[src/rtl/capture_bank.sv]
// rtl/capture_bank.sv - multi-channel capture bank with freeze-triggered readout sequencer
// Optional sticky change flags are built only when CAPTURE_CHANGED_EN is defined.
module capture_bank #(
  parameter int WIDTH    = 8,
  parameter int CHANNELS = 4,
  localparam int CW      = $clog2(CHANNELS)
) (
  input  logic                      clk,
  input  logic                      rst,
  input  logic [CHANNELS-1:0]       en,
  input  logic [CHANNELS*WIDTH-1:0] d,
  input  logic                      freeze,
  output logic [CHANNELS*WIDTH-1:0] q,
  output logic [CHANNELS-1:0]       changed,
  output logic                      scan_valid,
  input  logic                      scan_ready,
  output logic [CW-1:0]             scan_ch,
  output logic [WIDTH-1:0]          scan_data
);

  typedef enum logic [1:0] {TRACK, SCAN, RELEASE} state_e;

  localparam logic [CW-1:0] LAST_CH = CW'(CHANNELS - 1);

  state_e                      state_q, state_d;
  logic [CW-1:0]               ch_q, ch_d;
  logic                        valid_q, valid_d;
  logic [CHANNELS*WIDTH-1:0]   data_q, data_d;
  logic                        load_open;

  always_ff @(posedge clk or negedge rst) begin
    if (!rst) begin
      state_q <= TRACK;
      ch_q    <= '0;
      valid_q <= 1'b0;
      data_q  <= '0;
    end else begin
      state_q <= state_d;
      ch_q    <= ch_d;
      valid_q <= valid_d;
      data_q  <= data_d;
    end
  end

  always_comb begin
    state_d   = state_q;
    ch_d      = ch_q;
    load_open = 1'b0;
    case (state_q)
      TRACK: begin
        load_open = 1'b1;
        if (freeze) begin
          state_d = SCAN;
          ch_d    = '0;
        end
      end
      SCAN: begin
        // freeze is deliberately not looked at here: a started scan always completes
        if (scan_ready) begin
          if (ch_q == LAST_CH) begin
            state_d = RELEASE;
            ch_d    = '0;
          end else begin
            ch_d = ch_q + 1'b1;
          end
        end
      end
      RELEASE: begin
        if (!freeze) state_d = TRACK;
      end
      default: state_d = TRACK;
    endcase
    valid_d = (state_d == SCAN);

    data_d = data_q;
    for (int i = 0; i < CHANNELS; i++) begin
      if (load_open && en[i]) data_d[i*WIDTH +: WIDTH] = d[i*WIDTH +: WIDTH];
    end
  end

  always_comb begin
    scan_data = '0;
    for (int i = 0; i < CHANNELS; i++) begin
      if (ch_q == CW'(i)) scan_data = data_q[i*WIDTH +: WIDTH];
    end
  end

  assign q          = data_q;
  assign scan_valid = valid_q;
  assign scan_ch    = ch_q;

`ifdef CAPTURE_CHANGED_EN
  logic [CHANNELS-1:0] chg_q, chg_d;
  logic                hs;

  assign hs = valid_q & scan_ready;

  // Set and clear never coincide: loads are only open outside SCAN.
  always_comb begin
    chg_d = chg_q;
    for (int i = 0; i < CHANNELS; i++) begin
      if (load_open && en[i] && (d[i*WIDTH +: WIDTH] != data_q[i*WIDTH +: WIDTH]))
        chg_d[i] = 1'b1;
      if (hs && (ch_q == CW'(i)))
        chg_d[i] = 1'b0;
    end
  end

  always_ff @(posedge clk or negedge rst) begin
    if (!rst) chg_q <= '0;
    else      chg_q <= chg_d;
  end

  assign changed = chg_q;
`else
  assign changed = '0;
`endif

endmodule

[config.mk]
export PLATFORM = sky130hd
export DESIGN_NAME = capture_bank
export DESIGN_NICKNAME = d
export VERILOG_FILES = /design/src/rtl/capture_bank.sv
export SDC_FILE = /design/constraint.sdc
export NUM_CORES = 1
export LEC_CHECK = 0
export ABC_AREA = 1
export CAP_MARGIN = 20
export CORE_ASPECT_RATIO = 1.1
export CORE_MARGIN = 2
export CORE_UTILIZATION = 41
export CTS_CLUSTER_SIZE = 28
export DETAILED_ROUTE_END_ITERATION = 10
export GPL_TIMING_DRIVEN = 0
export PLACE_DENSITY = 0.81
export REMOVE_ABC_BUFFERS = 1
export SLEW_MARGIN = 5
export SYNTH_ARGS = -nofsm -noshare
export SYNTH_HDL_FRONTEND = slang
export SYNTH_SLANG_ARGS = --single-unit
[constraint.sdc]
create_clock -name clk -period 1.9 [get_ports clk]
set_clock_uncertainty 0.15 [all_clocks]
set_input_delay 0.285 -clock clk [delete_from_list [all_inputs] [get_ports clk]]
set_output_delay 0.285 -clock clk [all_outputs]
set_load 0.03 [all_outputs]
* Word level (Yosys, flattened, before mapping)
Index checks and enable logic that the tools add are counted.
Storage, ports and cells: register bits 37, output and inout bits 47, logic and storage cells 38
Cells by class: add/subtract/negate cells 1, eq/ne operators 8, multiplexer cells 14, reduce and logical (&&, ||, !) cells 8
Operators with widths (count):
- 2-to-1 mux 8 bit | 4
- 2-to-1 mux 2 bit | 7
- == test 2 x 1 -> 1 bit, second input constant | 3
- == test 2 bit, second input constant | 3
- case mux 2 bit (3 select lines) | 1
- logical AND 1 bit | 4
- logical NOT 2 bit | 2
- inequality test 2 bit, second input constant | 2
- case mux 2 bit (2 select lines) | 1
- AND reduction 3 bit | 1
- adder 2 x 1 -> 2 bit, second input constant | 1
- nonzero test 2 bit | 1
- 2-to-1 mux 1 bit | 1

* Longest topological paths before layout
Gate-level depths: netlist of run 1.
depth in word-level cells 5, mapped depth 8, gate-level depth less buffers 7

* Least setup slack after synthesis of run 1
Ideal clock, no wire load.
path type reg2out, from register ch_q[0] (netlist: scan_ch[0]), to output scan_data[0], data arrival time 1577 ps, slack -112 ps, cell stages (with the launch flop) 8, path buffers 2, path through dfrtp_1 > inv_1 > ha_1 > clkbuf_2 > buf_2 > a21oi_1 > nand2_1 > nand2_1
Between the ends: cells in the longest elaborated chain, start to end 5
RTL lines:
- from (decl) | RTL line 26 | logic [CW-1:0] ch_q, ch_d;
- from (signal assigned) | RTL line 39 | ch_q <= ch_d;
- logical NOT 2 bit | RTL line 84 | if (ch_q == CW'(i)) scan_data = data_q[i*WIDTH +: WIDTH];
- 2-to-1 mux 8 bit (3 in a row) | RTL line 84
- 2-to-1 mux 8 bit (*) | RTL line 84
- to (decl) | RTL line 18 | output logic [WIDTH-1:0] scan_data
Every way passes the cells marked *; elsewhere a longest branch is shown, timed or not.

* Final worst setup path of run 1
from register ch_q[1] (netlist: scan_ch[1]), to output scan_data[6]
The elaborated chain is that of the path after synthesis.

==> results of run 1 <==
[timing repair]
| item | in CTS | in global routing |
|---|---|---|
| hold buffers | 1 | 0 |
| setup buffers | 5 | 2 |
| endpoints found under the setup margin | 13 | 8 |
| resized for setup | 78 | 11 |
| pin swaps | 4 | 4 |
| cloned | 1 | 0 |
| hold endpoints to repair | 37 | 0 |
[registers in the layout, summed over array words and instances, names as in the netlist]
signal,cells
q,32
scan_valid,1
scan_ch,2
state_q,2
[tightest hold or removal path: stages, from the launching register on]
cell,delay [ns]
sky130_fd_sc_hd__dfrtp_1,0.36
sky130_fd_sc_hd__nand2_1,0.06
sky130_fd_sc_hd__nand2_1,0.05
[final cells by class]
| class | instances | area, um^2 |
|---|---|---|
| flip-flops and latches | 37 | 928 |
| clock buffers | 7 | 86.3 |
| inverters | 13 | 56.3 |
| fillers | 378 | 1400 |
| well taps | 54 | 67.6 |
| multi-input cells | 184 | 896 |
| repair buffers | 90 | 915 |
[through the flow]
stage / cell area, um^2 / hold WS, ns
2_1_floorplan: 1790 / -0.161
3_3_place_gp: 2680 / 0.328
3_5_place_dp: 2670 / 0.272
4_1_cts: 2900 / 0.347
5_1_grt: 2950 / 0.373
6_report: 2950 / 0.346
[metal layers]
layer | global-route usage [%] | vias to the layer above | routed length (um)
li1 | - | 951 | -
met4 | 9.56 | 0 | 121
met2 | 38.7 | 79 | 2810
met3 | 6.73 | 12 | 392
met5 | 0 | - | 0
met1 | 27.5 | 908 | 2150
[worst min-delay path by stage]
stage	slack, ns	from	cells past startpoint	to
finish	0.35	q[24]	2	q[24]
detailed placement	0.27	rst	1	q[10]
global placement	0.33	q[24]	2	q[24]
floorplan	-0.16	rst	0	q[0]
CTS	0.35	q[24]	2	q[24]
global route	0.37	q[24]	2	q[24]
[logic make-up (layout without fill, tap and decap cells)]
family / Yosys count / count (layout) / share of synthesized area (%)
fa+ha+maj: 4 / 4 / 2.66
other cells: 1 / 4 / 0.199
buf+inv: 30 / 110 / 8.24
compound gates: 17 / 17 / 4.52
simple gates: 158 / 159 / 35.2
flops: 37 / 37 / 49.2
[cells in the mapped netlist]
library cell,number
sky130_fd_sc_hd__nor2_1,1
sky130_fd_sc_hd__buf_2,6
sky130_fd_sc_hd__dfrtp_1,37
sky130_fd_sc_hd__nand3b_1,1
sky130_fd_sc_hd__buf_6,2
sky130_fd_sc_hd__a21oi_1,16
sky130_fd_sc_hd__clkbuf_1,3
sky130_fd_sc_hd__buf_4,5
sky130_fd_sc_hd__nand4_1,1
sky130_fd_sc_hd__clkbuf_2,1
sky130_fd_sc_hd__nor2_4,1
sky130_fd_sc_hd__o21ai_0,1
sky130_fd_sc_hd__nand3_1,44
sky130_fd_sc_hd__inv_1,13
sky130_fd_sc_hd__conb_1,1
sky130_fd_sc_hd__nand2_1,110
sky130_fd_sc_hd__ha_1,4
[power by group]
| group | total, uW | internal (uW) | switching [uW] |
|---|---|---|---|
| combinational | 3740 | 1530 | 2210 |
| sequential | 1550 | 1160 | 393 |
| clock | 548 | 288 | 261 |
==> reports/qor.yml, run 1 <==
outcome: "complete, but fails checks"
failing_checks: "setup timing"
tritoncts.num_buffers: 5
design.final.nets: 375
timing.critical_path.slowest_stage_cell: "sky130_fd_sc_hd__dfrtp_2"
rsz0062_at_grt: "yes"
final_hold_violations: 0
seq_area_frac_synth_pct: 49.2
postRouteWirelength_um: 5470
setup.worst_path.end_class: "primary output"
timing.max_cap.violations: 0
drtPass1Iterations: 4
critPathArrivalTime_ns: 1.60
avg_inst_size_synth_um2: 7.62
cp.required_ns: 1.46
crit_path_cells: "inv_4 -> ha_4 -> buf_6 -> a21oi_4 -> nand2_1 -> nand2_1 -> nand2_1 -> buf_6"
grt_first_pass_wirelength_um: 8690
numClockSinks: 37
place_hpwl_um: 3670
slew_violations: 0
grt_antenna_before_repair: 0
area_delta_synth_final_pct: 56.7
clock_tree.root_cell: "sky130_fd_sc_hd__clkbuf_8"
dpl_worst_slack_ns: -0.537
reg2reg_slack_ns: 0.21
drt-wirelength-per-cell_um: 14.2
critical_path.max_stage_delay_ns: 0.45
critical_path.most_common_cell: "sky130_fd_sc_hd__nand2_1"
post-synth-top-area-cell: "sky130_fd_sc_hd__dfrtp_1"
rows: 25
worst_r2r_path_depth: 4
startpoint: "scan_ch[1]"
drive_above_1_share_pct: 11.8
ys_seq_elements: 37
grt_max_degree: 38
depth_of_the_cts_h_tree: 2
drt-initial-drc-count: 98
global_route.overflow_total: 0
layout.cells.most_common: "sky130_fd_sc_hd__nand2_1"
r2r-start: "state_q[0]"
fin_setup_tns_ns: -0.944
stdcell_count: 385
p_leak_uw: 0.00146
netlist.area_leader.share_pct: 49.2
post-route-min-period_ns: 2.03
final_cell_mix: "sky130_fd_sc_hd__nand2_1 (110), sky130_fd_sc_hd__clkdlybuf4s50_1 (69), sky130_fd_sc_hd__nand3_1 (44)"
total_power_uw: 5840
worstSetupPathType: "flip-flop to primary output"
worst_slew_margin_rel_pct: 45.9
crit_fanout: 6
numPlacedInstances: 369
grt_pass1_vias: 1847
antennaDiodeCount: 0
io_buffers: 82
worst_case_vdd_ir_drop_uv: 969
period_share_pct: 107
clkTransAtPathRegs_ns: 0.07
synth_area_leaders: "sky130_fd_sc_hd__dfrtp_1 (49%), sky130_fd_sc_hd__nand2_1 (22%), sky130_fd_sc_hd__nand3_1 (12%), sky130_fd_sc_hd__a21oi_1 (4.3%), sky130_fd_sc_hd__ha_1 (2.7%)"
dieArea_um2: 5150
drc: 0
cts_tree: "done"
critical_path.top_delay_family: "flip-flops"
die_w_um: 68.6
clk_path_buf_depth: 2
initial_utilization_pct: 43.3
core_area_um2: 4350
synth_cells: 247
critical_path.n_buffers_inverters: 3
power-per-cell-area_nw_per_um2: 1980
min-delay-path-class: "flip-flop to flip-flop"
fp.dieH_um: 75.1
finish.utilization_pct: 67.8
place.gp.congestion: 0.839
via_per_inst: 5.06
syn-cell-area_um2: 1880
timing.critical_path.from_type: "flip-flop"
measured_slew_at_the_worst_slew_check_pin_ns: 0.812
ys.warnings.count: 0
yosysUniqueCellTypes: 17
postRouteAntennaNets: 0
design.portCount: 87
critical_path.endpoint: "scan_data[6]"
clk_latency_ns: 0.29
clock.fmax_mhz: 491
reg2reg_to: "q[27]"
num_vias: 1950
finalSetupViolations: 8
groute.usage.overall_pct: 23.1
cp.depth: 8
final_critical_path_setup_slack_ns: -0.135
No activity file was read; power rests on OpenSTA's default activity.
==> inputs of run 2 (changes only) <==
Settings changed: CORE_MARGIN 2 to unset, CTS_CLUSTER_SIZE 28 to unset.
==> run 2 against run 1 <==
  * The run still ends with setup timing left
  * Worst setup slack got worse by 0.020 ns
  * Combinational power rose by 3%
  * Clock-buffer cell count did not move
  * Sequential power barely moved
  * Total power rose by 2.6%
  * Clock power rose by 8.4%
  * Routed wire length rose by 3.1%
  * Sequential cell count did not move
  * Critical path depth did not move
  * Worst hold slack barely moved
  * Largest power group unchanged
==> reports/qor.yml, run 2 (same netlist as run 1, synthesis figures left out) <==
rsz0062_at_grt: "yes"
fillers: 351  # -7.1%
rows: 25  # unchanged
place.gp.congestion: 0.822  # -2.1%
slew_violations: 0  # unchanged
clkTransAtPathRegs_ns: 0.07  # about the same
worst_r2r_path_depth: 3  # -1
timing.max_cap.violations: 0  # unchanged
fp.dieH_um: 73.1  # -2.7%
drive_above_1_share_pct: 14.9  # +3.1 points
die_w_um: 66.6  # -2.9%
worstSetupPathType: "flip-flop to primary output"
worst_slew_margin_rel_pct: 45.0  # -0.85 points
design.portCount: 87  # unchanged
period_share_pct: 108  # +1.0 points
global_route.overflow_total: 0  # unchanged
groute.usage.overall_pct: 24.0  # +0.91 points
antennaDiodeCount: 0  # unchanged
power-per-cell-area_nw_per_um2: 1980  # +0.26%
clk_latency_ns: 0.28  # about the same
dieArea_um2: 4870  # -5.5%
layout.cells.most_common: "sky130_fd_sc_hd__nand2_1"
drt-wirelength-per-cell_um: 14.5  # +1.8%
crit_fanout: 5  # -1
startpoint: "scan_ch[1]"
place_hpwl_um: 3570  # -2.6%
critPathArrivalTime_ns: 1.62  # +0.02 ns
grt_antenna_before_repair: 0  # unchanged
placed_cell_area_um2: 2670  # unchanged
clock_tree.root_cell: "sky130_fd_sc_hd__clkbuf_8"
area_delta_synth_final_pct: 60.4
failing_checks: "setup timing"
io_buffers: 82  # unchanged
worst_case_vdd_ir_drop_uv: 1270  # +31%
num_vias: 1952  # +0.10%
reg2reg_to: "q[15]"
via_per_inst: 5.01  # -1.2%
postRouteWirelength_um: 5640  # +3.1%
r2r-start: "state_q[0]"
reg2reg_slack_ns: 0.13  # -0.08 ns
timing.critical_path.from_type: "flip-flop"
tritoncts.num_buffers: 5  # unchanged
cts_tree: "done"
numClockSinks: 37  # unchanged
initial_utilization_pct: 43.3  # unchanged
drc: 0  # unchanged
clk_path_buf_depth: 2  # unchanged
p_leak_uw: 0.00148  # +1.5%
min-delay-path-class: "flip-flop to flip-flop"
drtPass1Iterations: 4  # unchanged
design.final.nets: 379  # +1.1%
critical_path.endpoint: "scan_data[4]"
grt_pass1_vias: 1821  # -1.4%
setup.worst_path.end_class: "primary output"
final_critical_path_setup_slack_ns: -0.155  # -0.0199 ns
drt-initial-drc-count: 155  # +58%
grt_first_pass_wirelength_um: 8650  # -0.48%
final_hold_violations: 0  # unchanged
cp.required_ns: 1.46  # about the same
depth_of_the_cts_h_tree: 2  # unchanged
postRouteAntennaNets: 0  # unchanged
largest_reg_flops: 32  # unchanged
final_cell_mix: "sky130_fd_sc_hd__nand2_1 (109), sky130_fd_sc_hd__clkdlybuf4s50_1 (71), sky130_fd_sc_hd__nand3_1 (44)"
outcome: "complete, but fails checks"
hold-path-cell-count: 2  # unchanged
fin_setup_tns_ns: -1.15  # -0.203 ns
post-route-min-period_ns: 2.05  # +0.0199 ns
core_area_um2: 4350  # unchanged
grt_max_degree: 38  # unchanged
measured_slew_at_the_worst_slew_check_pin_ns: 0.825  # +0.0128 ns
clock.fmax_mhz: 487  # -0.97%
finalSetupViolations: 8  # unchanged
final_area_um2: 3020  # +2.4%
[run 2: changes by cell type in the layout (fill, tap and decap cells not counted), sizes merged]
cell	change
buf	+4
dlygate4sd2	-1
dlymetal6s2s	-1
clkinv	+1
clkdlybuf4s50	+2
[run 2: where the power goes]
group	switching (uW)	total [uW]	internal, uW
clock	266	594	328
sequential	388	1540	1150
combinational	2250	3850	1600
[run 2: how the worst min path moves through the flow]
stage          endpoint  start  slack (ns)
6_report          q[24]  q[24]        0.35
5_1_grt           q[25]  q[25]        0.37
4_1_cts           q[24]  q[24]        0.35
3_5_place_dp       q[9]    rst        0.27
3_3_place_gp      q[30]  q[30]        0.33
2_1_floorplan      q[0]    rst       -0.16
[run 2: critical path, cell delays in order (launching register included)]
cell,delay [ns]
sky130_fd_sc_hd__dfrtp_2,0.45
sky130_fd_sc_hd__buf_6,0.13
sky130_fd_sc_hd__ha_4,0.18
sky130_fd_sc_hd__buf_6,0.13
sky130_fd_sc_hd__a21oi_2,0.10
sky130_fd_sc_hd__nand2_1,0.07
sky130_fd_sc_hd__nand2_1,0.08
sky130_fd_sc_hd__nand2_1,0.07
sky130_fd_sc_hd__buf_6,0.14
[run 2: per-layer routing]
metal / vias up / global-route usage (%) / share of wire (%)
met5: - / 0 / 0
met4: 0 / 8.04 / 1.5
met3: 10 / 4.22 / 6.6
met2: 85 / 41.4 / 51
met1: 901 / 29.9 / 41
li1: 956 / - / -
[run 2: repair_timing]
item,in CTS,in global routing
setup buffers,5,6
pin swaps,4,4
resized for setup,88,3
gates cloned,1,0
hold endpoints to repair,37,0
setup endpoints to repair,17,9
hold buffers,1,0
[run 2: layout make-up]
| type | count | area [um^2] | area share, % |
|---|---|---|---|
| flip-flops and latches | 37 | 928 | 30.8 |
| clock inverters | 1 | 5.00 | 0.166 |
| multi-input cells | 184 | 908 | 30.1 |
| repair buffers | 94 | 960 | 31.8 |
| well taps | 54 | 67.6 | 2.24 |
| inverters | 13 | 53.8 | 1.78 |
| clock buffers | 7 | 96.3 | 3.19 |
[run 2: per-stage QoR]
| step | worst slack (ns) | total power [uW] | std cells | hold WS (ns) | util (%) |
|---|---|---|---|---|---|
| final | -0.155 | 5990 | 390 | 0.345 | 69.4 |
| after global routing | -0.231 | 6320 | 390 | 0.374 | 69.4 |
| after CTS | -0.139 | 5850 | 384 | 0.349 | 67.9 |
| after detailed placement | -0.549 | 4830 | 369 | 0.268 | 61.4 |
| after global placement | -0.509 | 4780 | 369 | 0.328 | 61.5 |
| after floorplan | -0.0258 | 3400 | 233 | -0.161 | - |
==> inputs of run 3 (changes only) <==
Settings changed: CORE_UTILIZATION 41 to 46, CTS_BUF_LIST set to sky130_fd_sc_hd__clkbuf_2 sky130_fd_sc_hd__clkbuf_4 sky130_fd_sc_hd__clkbuf_8, PLACE_DENSITY 0.81 to 0.95.
Clock period 1.9 ns to 2.5 ns, I/O delays scaled along.
==> run 3 against run 2 <==
  * The flow now finishes without violations
  * Largest cell class is now flip-flops and latches
  * Worst setup slack improved by 0.42 ns
  * Worst hold slack lost 0.32 ns
  * Critical path depth unchanged
  * Non-clock buffer count is 12 lower
  * Clock power is 29% lower
  * Critical path type unchanged
  * Largest power group unchanged
==> reports/qor.yml, run 3 (same netlist as run 1, synthesis figures left out) <==
outcome: "complete, no violations"
timing.critical_path.slowest_stage_cell: "sky130_fd_sc_hd__dfrtp_1"
dpl_worst_slack_ns: 0.00523  # +0.554 ns
measured_slew_at_the_worst_slew_check_pin_ns: 0.791  # -0.0338 ns
postRouteAntennaNets: 0  # unchanged
min-delay-path-class: "input port to asynchronous set/reset pin"
power-per-cell-area_nw_per_um2: 1460  # -26%
clock_tree.root_cell: "sky130_fd_sc_hd__clkbuf_8"
clk_latency_ns: 0.28  # about the same
depth_of_the_cts_h_tree: 2  # unchanged
via_per_inst: 4.98  # -0.48%
final_cell_mix: "sky130_fd_sc_hd__nand2_1 (110), sky130_fd_sc_hd__clkdlybuf4s50_1 (73), sky130_fd_sc_hd__nand3_1 (44)"
worst_r2r_path_depth: 4  # +1
critical_path.most_common_cell: "sky130_fd_sc_hd__nand2_1"
critical_path.top_delay_family: "buffers and inverters"
initial_utilization_pct: 47.8  # +4.6 points
critPathArrivalTime_ns: 1.71  # +0.09 ns
drt-wirelength-per-cell_um: 12.7  # -12%
grt_pass1_vias: 1734  # -4.8%
layout.cells.most_common: "sky130_fd_sc_hd__nand2_1"
numClockSinks: 37  # unchanged
timing.max_cap.violations: 0  # unchanged
num_vias: 1863  # -4.6%
r2r-start: "state_q[0]"
global_route.overflow_total: 0  # unchanged
dieArea_um2: 4350  # -11%
worstSetupPathType: "flip-flop to primary output"
postRouteWirelength_um: 4750  # -16%
largest_reg_flops: 32  # unchanged
clock.fmax_mhz: 447
drive_above_1_share_pct: 5.90  # -9.0 points
fp.dieH_um: 69.1  # -5.4%
place_hpwl_um: 3610  # +1.2%
post-route-min-period_ns: 2.24
rows: 24  # -4.0%
finish.utilization_pct: 69.1  # -0.29 points
tritoncts.num_buffers: 5  # unchanged
grt_antenna_before_repair: 0  # unchanged
design.portCount: 87  # unchanged
period_share_pct: 89.6
numPlacedInstances: 367  # -0.54%
fillers: 345  # -1.7%
worst_case_vdd_ir_drop_uv: 946  # -26%
p_leak_uw: 0.00137  # -7.7%
core_area_um2: 3930  # -9.5%
design.final.nets: 366  # -3.4%
final_hold_violations: 0  # unchanged
grt_first_pass_wirelength_um: 8000  # -7.5%
io_buffers: 82  # unchanged
startpoint: "scan_ch[1]"
reg2reg_slack_ns: 0.59  # +0.46 ns
worst_slew_margin_rel_pct: 47.3  # +2.3 points
crit_path_cells: "inv_1 -> ha_1 -> inv_2 -> nand3_1 -> nand2_1 -> nand2_1 -> nand2_1 -> clkbuf_2"
clk_path_buf_depth: 2  # unchanged
post_cts_hold_buffer_count: 0  # -1
drt-initial-drc-count: 129  # -17%
die_w_um: 63.0  # -5.4%
crit_fanout: 9  # +4
setup.worst_path.end_class: "primary output"
cts_tree: "done"
rsz0062_at_grt: "no"
clkTransAtPathRegs_ns: 0.07  # about the same
antennaDiodeCount: 0  # unchanged
area_delta_synth_final_pct: 44.5
cp.required_ns: 1.98  # +0.52 ns
place.gp.congestion: 0.889  # +8.1%
fin_setup_tns_ns: 0  # +1.15 ns
critical_path.max_stage_delay_ns: 0.41  # -0.04 ns
slew_violations: 0  # unchanged
final_critical_path_setup_slack_ns: 0.261  # +0.416 ns
drc: 0  # unchanged
reg2reg_to: "q[6]"
grt_max_degree: 38  # unchanged
groute.usage.overall_pct: 23.5  # -0.46 points
timing.critical_path.from_type: "flip-flop"
drtPass1Iterations: 4  # unchanged
finalSetupViolations: 0  # -8
stdcell_count: 374  # -4.1%
total_power_uw: 3980  # -34%
critical_path.n_buffers_inverters: 3  # unchanged
-- run 3: changes by cell type in the layout (fill, tap and decap cells not counted), sizes merged --
cell           change
buf               -19
clkbuf             +8
clkdlybuf4s50      +2
clkinv             -1
dlygate4sd2        -1
dlygate4sd3        -1
dlymetal6s2s       -1
nor2               -1
-- run 3: repair_timing --
item	4_1_cts	5_1_grt
pin swaps	0	0
endpoints found under the setup margin	8	8
resized for setup	9	17
buffers inserted	0	0
-- run 3: power by group --
group	total [uW]	internal [uW]	switching, uW
sequential	1140	875	261
combinational	2420	870	1550
clock	420	229	190
-- run 3: worst max path at each step --
stage,end,slack (ns),cells past startpoint
3_5_place_dp,scan_data[5],0.005,7
6_report,scan_data[1],0.26,8
5_1_grt,scan_data[2],0.11,8
2_1_floorplan,scan_data[0],0.48,7
3_3_place_gp,scan_data[5],0.05,7
4_1_cts,scan_data[1],0.009,8
-- run 3: through the flow --
step / hold slack [ns] / area, um^2
after detailed placement: 0.339 / 2670
after floorplan: -0.0706 / 1790
final: 0.0243 / 2720
after global placement: 0.332 / 2670
after CTS: 0.0504 / 2750
after global routing: 0.0928 / 2720
-- run 3: area by class of cell --
type	instances	area (um^2)	area share [%]
flip-flops and latches	37	926	34.0
multi-input cells	183	815	29.9
well taps	52	65.1	2.39
inverters	13	48.8	1.79
clock buffers	7	90.1	3.31
repair buffers	82	776	28.5
-- run 3: metal layers --
| metal | track usage [%] | up-vias | share of wire (%) |
|---|---|---|---|
| li1 | - | 932 | - |
| met1 | 29.6 | 851 | 42 |
| met2 | 38.5 | 68 | 50 |
| met3 | 4.64 | 12 | 4.8 |
| met4 | 11.1 | 0 | 2.7 |
| met5 | 0 | - | 0 |
==> RTL change 1, RTL diff (settings of run 3) <==
Set the parameter `CHANNELS` to 8 (it was 4).
--- a/src/rtl/capture_bank.sv
+++ b/src/rtl/capture_bank.sv
@@ -3,5 +3,5 @@
 module capture_bank #(
   parameter int WIDTH    = 8,
-  parameter int CHANNELS = 4,
+  parameter int CHANNELS = 8,
   localparam int CW      = $clog2(CHANNELS)
 ) (
Interface: changed (5 resized); port bits go from 87 to 160. No check against the original RTL was run, so the function may have changed too.
==> RTL change 1 against run 3 <==
  * The run now ends with hold timing, setup timing left
  * Total power rose by 120%
  * Die area rose by 85%
  * Sequential cell count rose by 33
  * Critical path depth rose by 6
  * Combinational power rose by 140%
  * Count of clock-buffer cells in the layout rose by 5
  * Routed wire length rose by 120%
  * Area after synthesis rose by 88%
  * First-iteration DRC count fell by 19%
  * Register-to-register slack barely moved
  * Worst setup slack got worse by 0.39 ns
  * Design area rose by 100%
  * Critical endpoint is now scan_data[7]
  * Highest routed layer unchanged
==> RTL change 1: results (changes against run 3) <==
# setup viols final=8 (+8); CP top delay family=simple AND/OR/NAND/NOR gates; via count=3198 (+72%); Pleak=2.55 nW (+86%); actual slew at the worst max-slew pin=0.870 ns (+0.0789 ns); R2R Path End=q[48]; multiplexer share of the synthesized area=20.4% (+20 points); Routed WL per cell=16.5 µm (+30%); sequential fraction of the synthesis area=49.6% (+0.43 points); share of cells above drive strength 1=30.8% (+25 points); Port Buf Inserts=151 (+84%); Place WS=-0.546 ns (-0.551 ns); placed cell areas=5080 µm² (+91%); failing checks=hold timing, setup timing; largest net degree at the start of global routing=71 (+87%); largest cells by area after synthesis=dfrtp_1 (50%), mux2_2 (20%), nand2_1 (11%); Clock Latency Late Sink=0.34 ns (+0.06 ns); Adder-Cell Fraction of Synth Area=2.13% (-0.53 points); outcome=complete, but fails checks; Largest register FFs=64 (+100%); Avg Vias per Cell=5.14 (+3.2%); CP Max Fanout=5 (-4); post_cts resized=101 (+92); Worst Path Arrival=2.11 ns (+0.40 ns); first-pass GRT wire length=16.0 mm (+100%); placed insts=600 (+63%); Worst Setup EP=scan_data[7]; Hold Vio Cnt, Final=1 (+1); gr usage total=26.2% (+2.7 points); synth cell count leaders=nand2_1 (104), dfrtp_1 (70), mux2_2 (64); FF-to-FF Start=state_q[1]; Fillers=489 (+42%); DP Wirelength=7.28 mm (+100%); fin worst setup slack=-0.133 ns (-0.394 ns); TNS Setup=-0.576 ns (-0.576 ns); Flop pwr share=24.9% (-3.7 points); Post-CTS Setup Bufs=5 (+5); Fin Hold WS=-0.00380 ns (-0.0281 ns); Layout Nets=614 (+68%); starting DRC count in detailed routing=104 (-19%); Largest stage delay, worst path=0.45 ns (+0.04 ns); GP Congestion=0.802 (-9.8%); Comb power frac=66.2% (+5.3 points); CP startpoint=scan_ch[0]; cell count after synthesis=369 (+49%); Yosys cell types=22 (+5); Synth Area in Compound Gates=0.851% (-3.7 points)
-- RTL change 1: worst register-to-register path, stage by stage (launching register included) --
cell and delay [ns]:
dfrtp_1 0.41, nor2_2 0.57, nand2_2 0.31, mux2_2 0.36
-- RTL change 1: per-layer routing --
layer	global-route usage, %	routed length, µm	up-vias
met5	0	0	-
met4	11.5	274	0
met3	5.54	552	22
met2	46.6	5450	117
met1	30.3	3970	1565
li1	-	-	1494
-- RTL change 1: final cells by class --
cell class	count	area [µm²]	share of cell area, %
well taps	87	109	1.96
flip-flops and latches	70	1760	31.6
repair inverters	1	7.51	0.135
multi-input cells	266	1840	33.1
inverters	26	110	1.98
repair buffers	158	1570	28.3
clock inverters	2	10.0	0.180
clock buffers	12	153	2.75
==> RTL change 2, RTL diff (config.mk and constraints of run 3) <==
Without the edit above. `data_q` no longer has a reset.
--- a/src/rtl/capture_bank.sv
+++ b/src/rtl/capture_bank.sv
@@ -34,11 +34,13 @@
       ch_q    <= '0;
       valid_q <= 1'b0;
-      data_q  <= '0;
     end else begin
       state_q <= state_d;
       ch_q    <= ch_d;
       valid_q <= valid_d;
-      data_q  <= data_d;
     end
+  end
+
+  always_ff @(posedge clk) begin
+    data_q <= data_d;
   end
 
Formal check against the unedited RTL: not equivalent (a bounded check fails within 4 cycles, from zero or initial values and one cycle with rst low).
==> RTL change 2 against run 3 <==
  * Worst setup slack worse by 0.20 ns
  * Routed wire length down 13%
  * Design area down 3.3%
  * Sequential cell count unchanged
  * Combinational power down 33%
  * Area after synthesis down 10%
  * Total power down 28%
  * Critical path depth down 1
  * First-iteration DRC count down 50%
  * Maximum frequency down 8.1%
  * Largest power group unchanged
  * Highest routed layer unchanged
==> RTL change 2: results (changes against run 3) <==
outcome=finished clean; Layout Nets=278 (-24%); post_cts resized=28 (+19); routed wire length=4.15 mm (-13%); EDFF count, synth=32 (+32); largest net degree at the start of global routing=19 (-50%); Pleak=1.06 nW (-23%); Reg clk slew, reported paths=0.10 ns (+0.03 ns); vias in the first global route=1365 (-21%); Place WS=-0.279 ns (-0.284 ns); placed cell areas=2480 µm² (-7.2%); met2 WL post-DR=2.23 mm (-6.9%); Metal-1 WL=1.44 mm (-28%); CTS root buffer=clkbuf_4; n_diodes=0 (unchanged); sequential fraction of the synthesis area=64.3% (+15 points); share of cells above drive strength 1=15.3% (+9.4 points); Slowest-stage cell, CP=dfrtp_2; synth cell count leaders=nand2_1 (42), edfxtp_1 (32), inv_1 (17); actual slew at the worst max-slew pin=0.645 ns (-0.147 ns); Worst VDD drop=0.000603 V (-36%); ys async rst share=13.5% (-86 points); multiplexer share of the synthesized area=0% (unchanged); starting DRC count in detailed routing=65 (-50%); Hold Path Class=in -> async; gr usage total=22.5% (-1.0 points); largest cells by area after synthesis=edfxtp_1 (57%), nand2_1 (9.3%), dfrtp_1 (7.4%); synthesis-to-finish area growth=55.7%; Avg Vias per Cell=4.84 (-2.8%); CP Max Fanout=10 (+1); Yosys cell types=19 (+2); met3 Track Usage GR=8.66% (+4.0 points); Post-CTS Setup Bufs=0 (unchanged); GP Congestion=0.745 (-16%); Worst Path Arrival=1.91 ns (+0.20 ns); grt met2 use=40.0% (+1.5 points); DP Wirelength=3.16 mm (-13%); Largest stage delay, worst path=0.45 ns (+0.04 ns); Fillers=226 (-34%); met1 Usage GRT=22.2% (-7.3 points); DR WL met3=364 µm (+61%); Pre-antenna DRT Iters=4 (unchanged); Synth Area in Compound Gates=7.26% (+2.7 points); first-pass GRT wire length=6.10 mm (-24%); Top Layer Used=met4; Clock Latency Late Sink=0.34 ns (+0.06 ns); Adder-Cell Fraction of Synth Area=2.96% (+0.30 points)
==> RTL change 2: cell types whose count changed after synthesis, sizes merged <==
cell / before / now
nor2: 2 / 6
buf: 13 / 8
edfxtp: 0 / 32
inv: 13 / 18
nand2: 110 / 42
nand3: 44 / 12
clkbuf: 4 / 2
dfrtp: 37 / 5
==> RTL change 2: cell families (layout without fill, tap and decap cells) <==
kind of cell | after synthesis | in the layout
flops | 37 | 37
fa+ha+maj | 4 | 4
buf+inv | 28 | 111
simple gates | 62 | 62
compound gates | 17 | 17
other cells | 1 | 4
==> RTL change 2: worst paths after layout <==
path                            start  cells past startpoint  slack [ns]      endpoint
max in group asynchronous         rst                      1        1.94    scan_ch[0]
setup reg to reg           state_q[0]                      3        0.72          q[5]
hold / removal                    rst                      1        0.08    scan_ch[1]
min in group clk                d[12]                      1        0.42         q[12]
hold reg to reg            state_q[1]                      2        0.42    state_q[1]
setup / recovery           scan_ch[0]                      7        0.06  scan_data[4]
==> RTL change 2: final cells by class <==
cell class	instances	share of cell area (%)
clock buffers	8	2.52
inverters	18	2.57
multi-input cells	87	18.3
flip-flops and latches	37	41.4
well taps	48	2.28
repair buffers	85	32.9
==> RTL change 2: report_power, final <==
group	total, mW	switching (mW)	internal, mW	leakage [nW]
Clock	0.350	0.190	0.160	0.0394
Combinational	1.61	0.979	0.629	0.667
Sequential	0.893	0.0815	0.811	0.353
Total	2.85	1.25	1.60	1.06
==> RTL change 2: stage by stage <==
| step | std cells | power (mW) |
|---|---|---|
| 2_1_floorplan | 142 | 1.80 |
| 3_3_place_gp | 272 | 2.38 |
| 3_5_place_dp | 272 | 2.42 |
| 5_1_grt | 283 | 3.01 |
| 6_report | 283 | 2.85 |
| 4_1_cts | 280 | 2.76 |
